File: src/rtl/multi_channel_counter_stream.sv
// multi_channel_counter_stream
// Holds NCH independent WIDTH-bit counters. Their values are streamed over one
// registered valid/ready output port, and the channels are served round-robin.
// Optional feature macro: MULTI_CHANNEL_COUNTER_STREAM_SATURATE_EN. When it is
// defined, each counter saturates and then stops requesting until it is cleared.
//
// Handshake: a word transfers on a rising edge where out_valid && out_ready.
// While out_valid is high and out_ready is low, out_data and out_chan are held
// stable. The register reloads whenever it is empty or being drained, so
// back-to-back words flow with no bubble.
module multi_channel_counter_stream #(
  parameter int WIDTH = 8,
  parameter int NCH = 4,
  localparam int CHW = (NCH > 1) ? $clog2(NCH) : 1
) (
  input  logic             clk,
  input  logic             rst,
  input  logic [NCH-1:0]   en,
  input  logic [NCH-1:0]   clear,
  input  logic             out_ready,
  output logic             out_valid,
  output logic [WIDTH-1:0] out_data,
  output logic [CHW-1:0]   out_chan,
  output logic             busy
);

  logic [WIDTH-1:0] cnt [NCH];
  logic [CHW-1:0]   ptr;
  logic [NCH-1:0]   req;
  logic [CHW-1:0]   win;
  logic [CHW-1:0]   win_hi;
  logic [CHW-1:0]   win_lo;
  logic             hit_hi;
  logic [WIDTH-1:0] win_data;
  logic [CHW-1:0]   ptr_nxt;
  logic             load;

`ifdef MULTI_CHANNEL_COUNTER_STREAM_SATURATE_EN
  logic [NCH-1:0] sat;
  // A saturated channel has already emitted its max value, so it drops out of arbitration.
  assign req = en & ~sat;
`else
  assign req = en;
`endif

  // Round-robin pick. Take the lowest requester at or above ptr; if there is none, take the lowest overall.
  always_comb begin
    win_hi = '0;
    win_lo = '0;
    hit_hi = 1'b0;
    for (int i = NCH - 1; i >= 0; i--) begin
      if (req[i]) begin
        win_lo = CHW'(i);
        if (CHW'(i) >= ptr) begin
          win_hi = CHW'(i);
          hit_hi = 1'b1;
        end
      end
    end
    win = hit_hi ? win_hi : win_lo;
  end

  // Select the winner's counter value, and advance the pointer past the winner modulo NCH.
  always_comb begin
    win_data = '0;
    for (int i = 0; i < NCH; i++) begin
      if (CHW'(i) == win) win_data = cnt[i];
    end
    ptr_nxt = (win == CHW'(NCH - 1)) ? '0 : win + CHW'(1);
  end

  assign load = (!out_valid || out_ready) && (|req);
  assign busy = out_valid;

  // Output register and pointer. Hold on stall; empty after an accept when nothing is requesting.
  always_ff @(posedge clk) begin
    if (rst) begin
      out_valid <= 1'b0;
      out_data  <= '0;
      out_chan  <= '0;
      ptr       <= '0;
    end else if (load) begin
      out_valid <= 1'b1;
      out_data  <= win_data;
      out_chan  <= win;
      ptr       <= ptr_nxt;
    end else if (out_valid && out_ready) begin
      out_valid <= 1'b0;
    end
  end

  // Per-channel counters. Clear takes priority over the increment that follows a load.
  always_ff @(posedge clk) begin
    if (rst) begin
      for (int i = 0; i < NCH; i++) begin
        cnt[i] <= '0;
`ifdef MULTI_CHANNEL_COUNTER_STREAM_SATURATE_EN
        sat[i] <= 1'b0;
`endif
      end
    end else begin
      for (int i = 0; i < NCH; i++) begin
        if (clear[i]) begin
          cnt[i] <= '0;
`ifdef MULTI_CHANNEL_COUNTER_STREAM_SATURATE_EN
          sat[i] <= 1'b0;
`endif
        end else if (load && (win == CHW'(i))) begin
`ifdef MULTI_CHANNEL_COUNTER_STREAM_SATURATE_EN
          if (cnt[i] != '1) cnt[i] <= cnt[i] + WIDTH'(1);
          if (cnt[i] == '1) sat[i] <= 1'b1;
`else
          cnt[i] <= cnt[i] + WIDTH'(1);
`endif
        end
      end
    end
  end

endmodule

File: config.mk
export PLATFORM = sky130hd
export DESIGN_NAME = multi_channel_counter_stream
export DESIGN_NICKNAME = d
export VERILOG_FILES = /design/src/rtl/multi_channel_counter_stream.sv
export SDC_FILE = /design/constraint.sdc
export NUM_CORES = 1
export LEC_CHECK = 0
export ABC_AREA = 1
export CAP_MARGIN = 30
export CORE_MARGIN = 2
export CORE_UTILIZATION = 45
export DETAILED_ROUTE_END_ITERATION = 8
export PLACE_DENSITY_LB_ADDON = 0.2
export SYNTH_ARGS = -nofsm -noshare
export SYNTH_HDL_FRONTEND = slang
export SYNTH_SLANG_ARGS = --single-unit
File: constraint.sdc
create_clock -name clk -period 4.5 [get_ports clk]
set_clock_uncertainty 0.1 [all_clocks]
set_input_delay 0.675 -clock clk [delete_from_list [all_inputs] [get_ports clk]]
set_output_delay 0.675 -clock clk [all_outputs]
set_load 0.02 [all_outputs]
==> summary.txt <==
Status
  • Status: completed

Synth
  • Post-synthesis cell type count: 25
  • Synthesized cell area: 0.00248 mm²
  • Top-count cell post-synth: nor2_1
  • Seq/Total Area, Yosys: 49.3%
  • Syn Area/Cell: 9.07 µm²
  • Yosys reg bits: 45
  • Synth cell count leaders: nor2_1 (40), nand2_1 (38), a21oi_1 (34)
  • Area leader, netlist: edfxtp_1
  • Yosys warns: 0
  • Ys async rst share: 0%
  • Top cell type's share of synthesized area: 38.8%
  • Main synth FF type: edfxtp_1
  • EDFF count, synth: 32
  • Mapped Nets: 292
  • Synth area leaders: edfxtp_1 (39%), dfxtp_1 (11%), a21oi_1 (6.9%)
  • Gate Count Post-Synth: 273

GRT
  • Largest net degree at the start of global routing: 21
  • Initial antenna violation count: 0
  • First-pass GRT wire length: 7970 µm
  • Gr ovfl total: 0
  • Overall Global Routing Usage: 16.5%
  • Vias in the first global route: 1730

Pwr
  • Lkg Pwr: 1.08 nW
  • Peak supply drop: 242 µV
  • Tot Pwr: 0.000971 W
  • Total power per unit cell area: 343 mW/mm²

Finish
  • Layout cells sized above 1: 8.11%
  • Final Non-Filler Cells: 368
  • Nets: 314
  • P&R area growth vs syn: 14.4%
  • N_diodes: 0

Place
  • Pre-CTS setup slack: 1110 ps
  • Dpl hpwl: 3500 µm
  • GP Congestion: 0.797
  • Buffers on Ports: 22
  • DP Cell Count: 360

Critical path
  • Crit path arrival time: 2950 ps
  • Crit-path slowest cell: ha_1
  • CP Class: input pin to flop
  • CP max stage delay: 510 ps
  • Worst path cell trace: clkdlybuf4s50_1 -> a21oi_1 -> inv_1 -> o21ai_0 -> ha_1 -> nand4_4 -> nand3_1
  • Critical Path Start Type: input pin
  • Crit-path max FO: 10
  • Critical Path RT: 4370 ps
  • CP endpoint kind: flop

STA
  • Hold_ws: 382 ps
  • Max Clk Rate: 0.324 GHz
  • RSZ-0062 raised after global routing: false
  • Final Hold Fails: 0
  • Final setup viols: 0
  • Final Max Tran Viols: 0
  • Fin crit share: 68.6%
  • Slew headroom: 49.8%
  • Worst setup margin: 1410 ps
  • Tmin final: 3090 ps
  • Final setup TNS: 0 ps
  • Measured slew at the worst slew-check pin: 753 ps

Clock tree
  • Max Buffers Root-to-Sink: 2
  • # Post-CTS Setup Buffers: 0
  • Hold Buf Count CTS: 0
  • Register clock-pin slew on the reported worst setup and hold paths: 80 ps
  • Clk sinks: 45
  • Root Driver: clkbuf_8
  • CTS H-tree lvls: 2
  • CTS Buf Count: 5
  • Worst-Skew Late Latency: 300 ps
  • Cells resized by post-CTS repair: 0
  • TritonCTS clock tree: built

Run
  • Max-cap violation count: 0

Floorplan
  • DIE HEIGHT: 78.2 µm
  • Cell row count: 27
  • Starting Density: 45.8%
  • Core area: 0.00541 mm²
  • Die width: 78.2 µm
  • Die area: 0.00611 mm²
  • # IOs: 23

Detailed routing
  • # DRC: 0
  • Via density per instance: 4.98
  • Drt first pass iters: 4
  • Final WL: 4710 µm
  • Post-DRT Antenna Nets: 0
  • Via count: 1833
  • Wirelength per Cell: 12.8 µm
  • Initial DRC Count: 122

Worst hold path
  • HP Class: flop to flop
-- placed cells by master (no fill, tap or decap), drive strengths merged, types with 6 or more instances in the layout --
cell type      count
a21oi             34
nand2             39
edfxtp            32
nor2              42
clkdlybuf4s50     22
nand3             16
nand4              6
o21ai             14
xor2              12
ha                 8
o211ai             8
inv               31
dfxtp             13
-- metrics by stage --
step	util [%]	cell area, µm²
floorplan	-	2480
global placement	50.8	2740
detailed placement	50.8	2740
CTS	52.4	2830
global route	52.4	2830
finish	52.4	2830
-- path summary, 6_finish.rpt --
| check | slack (ps) | start | cells after the start | end |
|---|---|---|---|---|
| worst max-delay path | 1410 | en[2] | 7 | cnt[1][1] |
| worst min-delay path | 380 | ptr[0] | 2 | ptr[0] |
| worst max register to register | 1790 | ptr[1] | 7 | cnt[1][1] |
| worst min register to register | 380 | ptr[0] | 2 | ptr[0] |
-- registers in the layout (all words and copies together) (netlist names) --
register,flops
busy,1
out_data,8
ptr,2
cnt,32
out_chan,2
-- metal layers --
layer | up-vias | GRT usage (%) | part of all wire, %
met5 | - | 0 | 0
met4 | 0 | 5.79 | 1.3
met3 | 6 | 3.56 | 3.4
met2 | 29 | 25.5 | 45
met1 | 828 | 22.9 | 50
li1 | 970 | - | -
-- area by class of cell --
type	instances	area, µm²
Timing Repair Buffer	23	228
Clock inverter	3	20.0
Tap cell	72	90.1
Inverter	29	109
Fill cell	527	2570
Multi-Input combinational cell	191	1100
Sequential cell	45	1220
Clock buffer	5	68.8
-- worst max-delay path: cells and delay by family --
family                   cells  cell delay (ps)
AO/OA/AOI/OAI                2              690
buffers and inverters        2              500
adder cells (fa/ha/maj)      1              510
AND/OR/NAND/NOR              2              580
-- logic make-up after synthesis --
kind of cell             after synthesis  synth area share [%]
AND/OR/NAND/NOR                      110                  22.1
AO/OA/AOI/OAI                         56                  12.1
flip-flops                            45                  49.3
buffers and inverters                 37                  6.42
XOR/XNOR                              17                  6.01
adder cells (fa/ha/maj)                8                  4.04
-- where the power goes --
part           leakage [nW]  internal (W)  switching [W]  total, W
sequential            0.465      0.000480      0.0000307  0.000511
clock                0.0450      0.000110       0.000143  0.000253
combinational         0.568     0.0000824       0.000125  0.000207
Note: power is estimated with default switching activity, not from simulation.
==> edit 1, RTL diff (config.mk and constraints unchanged) <==
`NCH`: 4 -> 2.
--- a/src/rtl/multi_channel_counter_stream.sv
+++ b/src/rtl/multi_channel_counter_stream.sv
@@ -10,7 +10,7 @@
 // back-to-back words flow with no bubble.
 module multi_channel_counter_stream #(
   parameter int WIDTH = 8,
-  parameter int NCH = 4,
+  parameter int NCH = 2,
   localparam int CHW = (NCH > 1) ? $clog2(NCH) : 1
 ) (
   input  logic             clk,
Interface: changed (resized clear, en and out_chan); port bits go from 23 to 18. No check against the original RTL was run, so the function may have changed too.
==> edit 1 against the original RTL <==
  * Sequential cell count fell by 18
  * Worst setup slack improved by 0.80 ns
  * Area after synthesis fell by 43%
  * Design area fell by 42%
  * Count of clock-buffer cells in the layout fell by 2
  * Wire length fell by 44%
  * Power fell by 51%
  * Sequential share of layout area fell by 0.099 points
  * Largest cell class unchanged
  * Highest routed layer unchanged
==> edit 1: results (changes against the original RTL) <==
| Metric | Value |
|---|---|
| Status | `completed` |
| Largest stage delay on the critical path | `0.77 ns (+0.26 ns)` |
| Critical path endpoint | `cnt[0][5]` |
| NonClk Buf Share | `10.45% (+2.4 points)` |
| Gr usage total | `16.71% (+0.24 points)` |
| Post-Place Cell Area | `1600 um^2 (-42%)` |
| Clock network fraction of design power | `23.3% (-2.7 points)` |
| Hold slack | `0.3790 ns (-0.002687 ns)` |
| CTS clk-pin slew, worst paths | `0.15 ns (+0.07 ns)` |
| Non-filler instance count after layout | `222 (-40%)` |
| H-tree depth | `1 (-1)` |
| First-pass GRT wire length | `4.547 mm (-43%)` |
| Number of non-clock buffers | `17 (-26%)` |
| 1st-iter DRT viols | `59 (-52%)` |
| Sequential fraction of the synthesis area | `49.60% (+0.28 points)` |
| Post-CTS Setup Bufs | `0 (unchanged)` |
| Biggest regs | `cnt (16), out_data (8)` |
| Inverters | `13 (-55%)` |
| PwrDens | `290.4 nW/um^2 (-15%)` |
| Leakage | `0.6094 nW (-44%)` |
| Synth cell count leaders | `50 x nand2_1, 16 x edfxtp_1, 14 x a21oi_1, 14 x nor2_1, 13 x nand3_1` |
| Largest net degree at the start of global routing | `17 (-19%)` |
| Fillers | `287 (-46%)` |
| Area taken by multi-input logic gates | `620.6 um^2 (-43%)` |
| Peak fanout along the critical path | `12 (+2)` |
| Logic power comb | `0.0723 mW (-65%)` |
| Worst r2r src | `ptr` |
| HPWL reported at the end of detailed placement | `2.054 mm (-41%)` |
| Critical Path Source | `en[1]` |
| Seq cells | `27 (-40%)` |
| Sequential cell area | `700.7 um^2 (-43%)` |
| Reg2Reg Setup Slack | `2.81 ns (+1.02 ns)` |
| Multi-In Gates | `117 (-39%)` |
| Syn nets | `171 (-41%)` |
| Routed vias | `1,093 (-40%)` |
| Reg2reg end | `cnt[0][5]` |
| Share of cells above drive strength 1 | `11.24% (+3.1 points)` |
| Reg2Reg Depth | `5 (-2)` |
| Root Driver | `clkbuf_4` |
| Post-synth EDFFs | `16 (-50%)` |
| Startpoint of the worst hold path | `out_chan` |
| Fmax | `437.4 MHz (+35%)` |
| Crit-path slowest cell | `clkdlybuf4s50_1` |
| GPL Wtd Cong | `0.8668 (+8.8%)` |
| Family with the most delay on the worst path | `buffers and inverters` |
| Clock buf/inv share | `1.767% (-1.4 points)` |
| Synth area leaders | `edfxtp_1 34%, dfxtp_1 16%, nand2_1 13%` |
| Routed length per instance | `11.89 um (-7.1%)` |
| Layout area overhead | `15.32%` |
| Clk_lat worst skew | `0.33 ns (+0.03 ns)` |
| Post_cts resized | `0 (unchanged)` |
| Max_slew headroom | `67.48% (+18 points)` |
| Power Internal | `0.3402 mW (-49%)` |
| Dpl ws | `1.821 ns (+0.7128 ns)` |
| Crit path DAT | `2.20 ns (-0.75 ns)` |
| Post-Synthesis Cells | `162 (-41%)` |
| Vias in the first global route | `1,045 (-40%)` |
[edit 1: cell count changes after synthesis, moves of 8 or more]
cell	delta
o21ai_0	-13
inv_1	-15
a21oi_1	-20
xor2_1	-9
edfxtp_1	-16
nor2_1	-26
o211ai_1	-8
nand2_1	+12
[edit 1: cells by family (layout without fill, tap and decap cells)]
logic type / Yosys count / after routing / share of synthesized area, %
AND/OR/NAND/NOR: 92 / 92 / 31.89
flip-flops: 27 / 27 / 49.60
AO/OA/AOI/OAI: 17 / 17 / 6.555
XOR/XNOR: 6 / 6 / 3.721
adder cells (fa/ha/maj): 2 / 2 / 1.771
buffers and inverters: 18 / 34 / 6.465
[edit 1: metal layers]
| layer | up-vias | GRT usage [%] | routed length [um] |
|---|---|---|---|
| met1 | 511 | 22.19 | 1244 |
| met5 | - | 0 | 0 |
| met3 | 5 | 3.247 | 87 |
| li1 | 559 | - | - |
| met2 | 18 | 27.17 | 1271 |
| met4 | 0 | 5.714 | 36 |
==> edit 2, RTL diff (same settings) <==
Without the edit above. Reset style: asynchronous (`rst`), changed in 2 clocked blocks.
--- a/src/rtl/multi_channel_counter_stream.sv
+++ b/src/rtl/multi_channel_counter_stream.sv
@@ -73,7 +73,7 @@
   assign busy = out_valid;
 
   // Output register and pointer. Hold on stall; empty after an accept when nothing is requesting.
-  always_ff @(posedge clk) begin
+  always_ff @(posedge clk or posedge rst) begin
     if (rst) begin
       out_valid <= 1'b0;
       out_data  <= '0;
@@ -90,7 +90,7 @@
   end
 
   // Per-channel counters. Clear takes priority over the increment that follows a load.
-  always_ff @(posedge clk) begin
+  always_ff @(posedge clk or posedge rst) begin
     if (rst) begin
       for (int i = 0; i < NCH; i++) begin
         cnt[i] <= '0;
Behaviour: differs if rst is asserted again (counterexample within 4 cycles, from zero or initial values and one cycle with rst high); with rst held inactive, the same outputs for 10 cycles.
==> edit 2 against the original RTL <==
  * Sequential cell count stayed put
  * Area after synthesis is 13% higher
  * Critical endpoint is now out_data[0]
  * First-iteration DRC count is 7.4% lower
  * Worst setup slack improved by 0.51 ns
  * Design area grew 12%
  * Synthesized cell count up 45%
  * Die area increased by 12%
  * Critical path depth up 8
  * Wire length grew 38%
  * Sequential share of layout area shrank 7.6 points
Power is not compared: it rests on default switching activity, and its combinational part moved more than twofold at a synthesized area within 25%.
==> edit 2: results (changes against the original RTL) <==
| Metric | Value |
|---|---|
| Status | `completed` |
| Dpl ws | `1.592 ns (+0.4839 ns)` |
| Crit-path slowest cell | `clkdlybuf4s50_1` |
| GPL Wtd Cong | `0.8395 (+5.4%)` |
| Synth unique cells | `26 (+4.0%)` |
| Fillers | `576 (+9.3%)` |
| Startpoint of the worst hold path | `out_chan[0]` |
| Hold EP | `out_chan[0]` |
| Actual slew at the worst max-slew pin | `0.5876 ns (-0.1650 ns)` |
| Routed length per instance | `13.09 um (+2.3%)` |
| Reg2Reg Setup Slack | `2.39 ns (+0.60 ns)` |
| Synth cell count leaders | `136 x nand2_1, 54 x nand3_1, 45 x dfrtp_1` |
| Min cycle time layout | `2.576 ns (-0.5099 ns)` |
| Worst r2r src | `ptr[1]` |
| Post-synth ARST share | `100.0% (+100 points)` |
| 1st-iter DRT viols | `113 (-7.4%)` |
| Gr usage total | `20.01% (+3.5 points)` |
| Largest net degree at the start of global routing | `46 (+120%)` |
| Share of cells above drive strength 1 | `10.93% (+2.8 points)` |
| First-pass GRT wire length | `11.48 mm (+44%)` |
| Synth area leaders | `dfrtp_1 40%, nand2_1 18%, nand3_1 9.7%` |
| CTS clk-pin slew, worst paths | `0.10 ns (+0.02 ns)` |
| Critical Path Source | `en[1]` |
| Crit path DAT | `2.69 ns (-0.26 ns)` |
| Primary FF master, synth | `dfrtp_1` |
| Largest stage delay on the critical path | `0.53 ns (+0.02 ns)` |
| Vias/cell | `5.204 (+4.5%)` |
[edit 2: logic make-up after synthesis]
group                      Yosys count  share of synthesized area, %
AOI/OAI and AO/OA                   37                         7.383
buffers and inverters               50                         7.472
DFF                                 45                         40.27
xor gates and xnor gates             2                        0.6265
and+or+nand+nor                    254                         40.67
adders and majority gates            8                         3.580
[edit 2: final cells by class]
class,instances,area share [%]
sequential,45,35.55
clock buffer,5,2.172
multi-input combinational,301,46.13
timing repair buffer,23,7.188
inverter,44,5.292
clock inverter,3,0.7109
tap,75,2.962
[edit 2: worst max path at each step]
stage / end / depth (start not counted)
finish: out_data[0] / 15
global route: cnt[6] / 13
CTS: cnt[0] / 12
detailed placement: out_data[0] / 15
global placement: out_data[4] / 12
floorplan: out_data[2] / 13
[edit 2: stage by stage]
stage          std cells  hold slack [ns]  utilization [%]
4_1_cts              496           0.4009            53.19
3_5_place_dp         488           0.3757            51.66
2_1_floorplan        396           0.3710                -
6_report             496           0.3860            53.19
3_3_place_gp         488           0.3733            51.66
5_1_grt              496           0.4267            53.19
[edit 2: routing by layer]
layer  part of all wire, %  up-vias  track usage [%]
met5                     0        -                0
met4                  0.85        0            4.173
met3                   3.3        5            3.479
met2                    47       56            32.84
met1                    49     1190            27.92
li1                      -     1330                -
[edit 2: worst max-delay path, delay by kind of cell]
kind | cells | cell delay (ns)
and+or+nand+nor | 8 | 0.67
AOI/OAI and AO/OA | 2 | 0.19
adders and majority gates | 1 | 0.33
buffers and inverters | 4 | 0.84
[edit 2: where the power goes]
group	total [mW]	internal (mW)	switching, mW
combinational	0.470	0.168	0.302
sequential	0.505	0.459	0.0469
clock	0.267	0.111	0.157
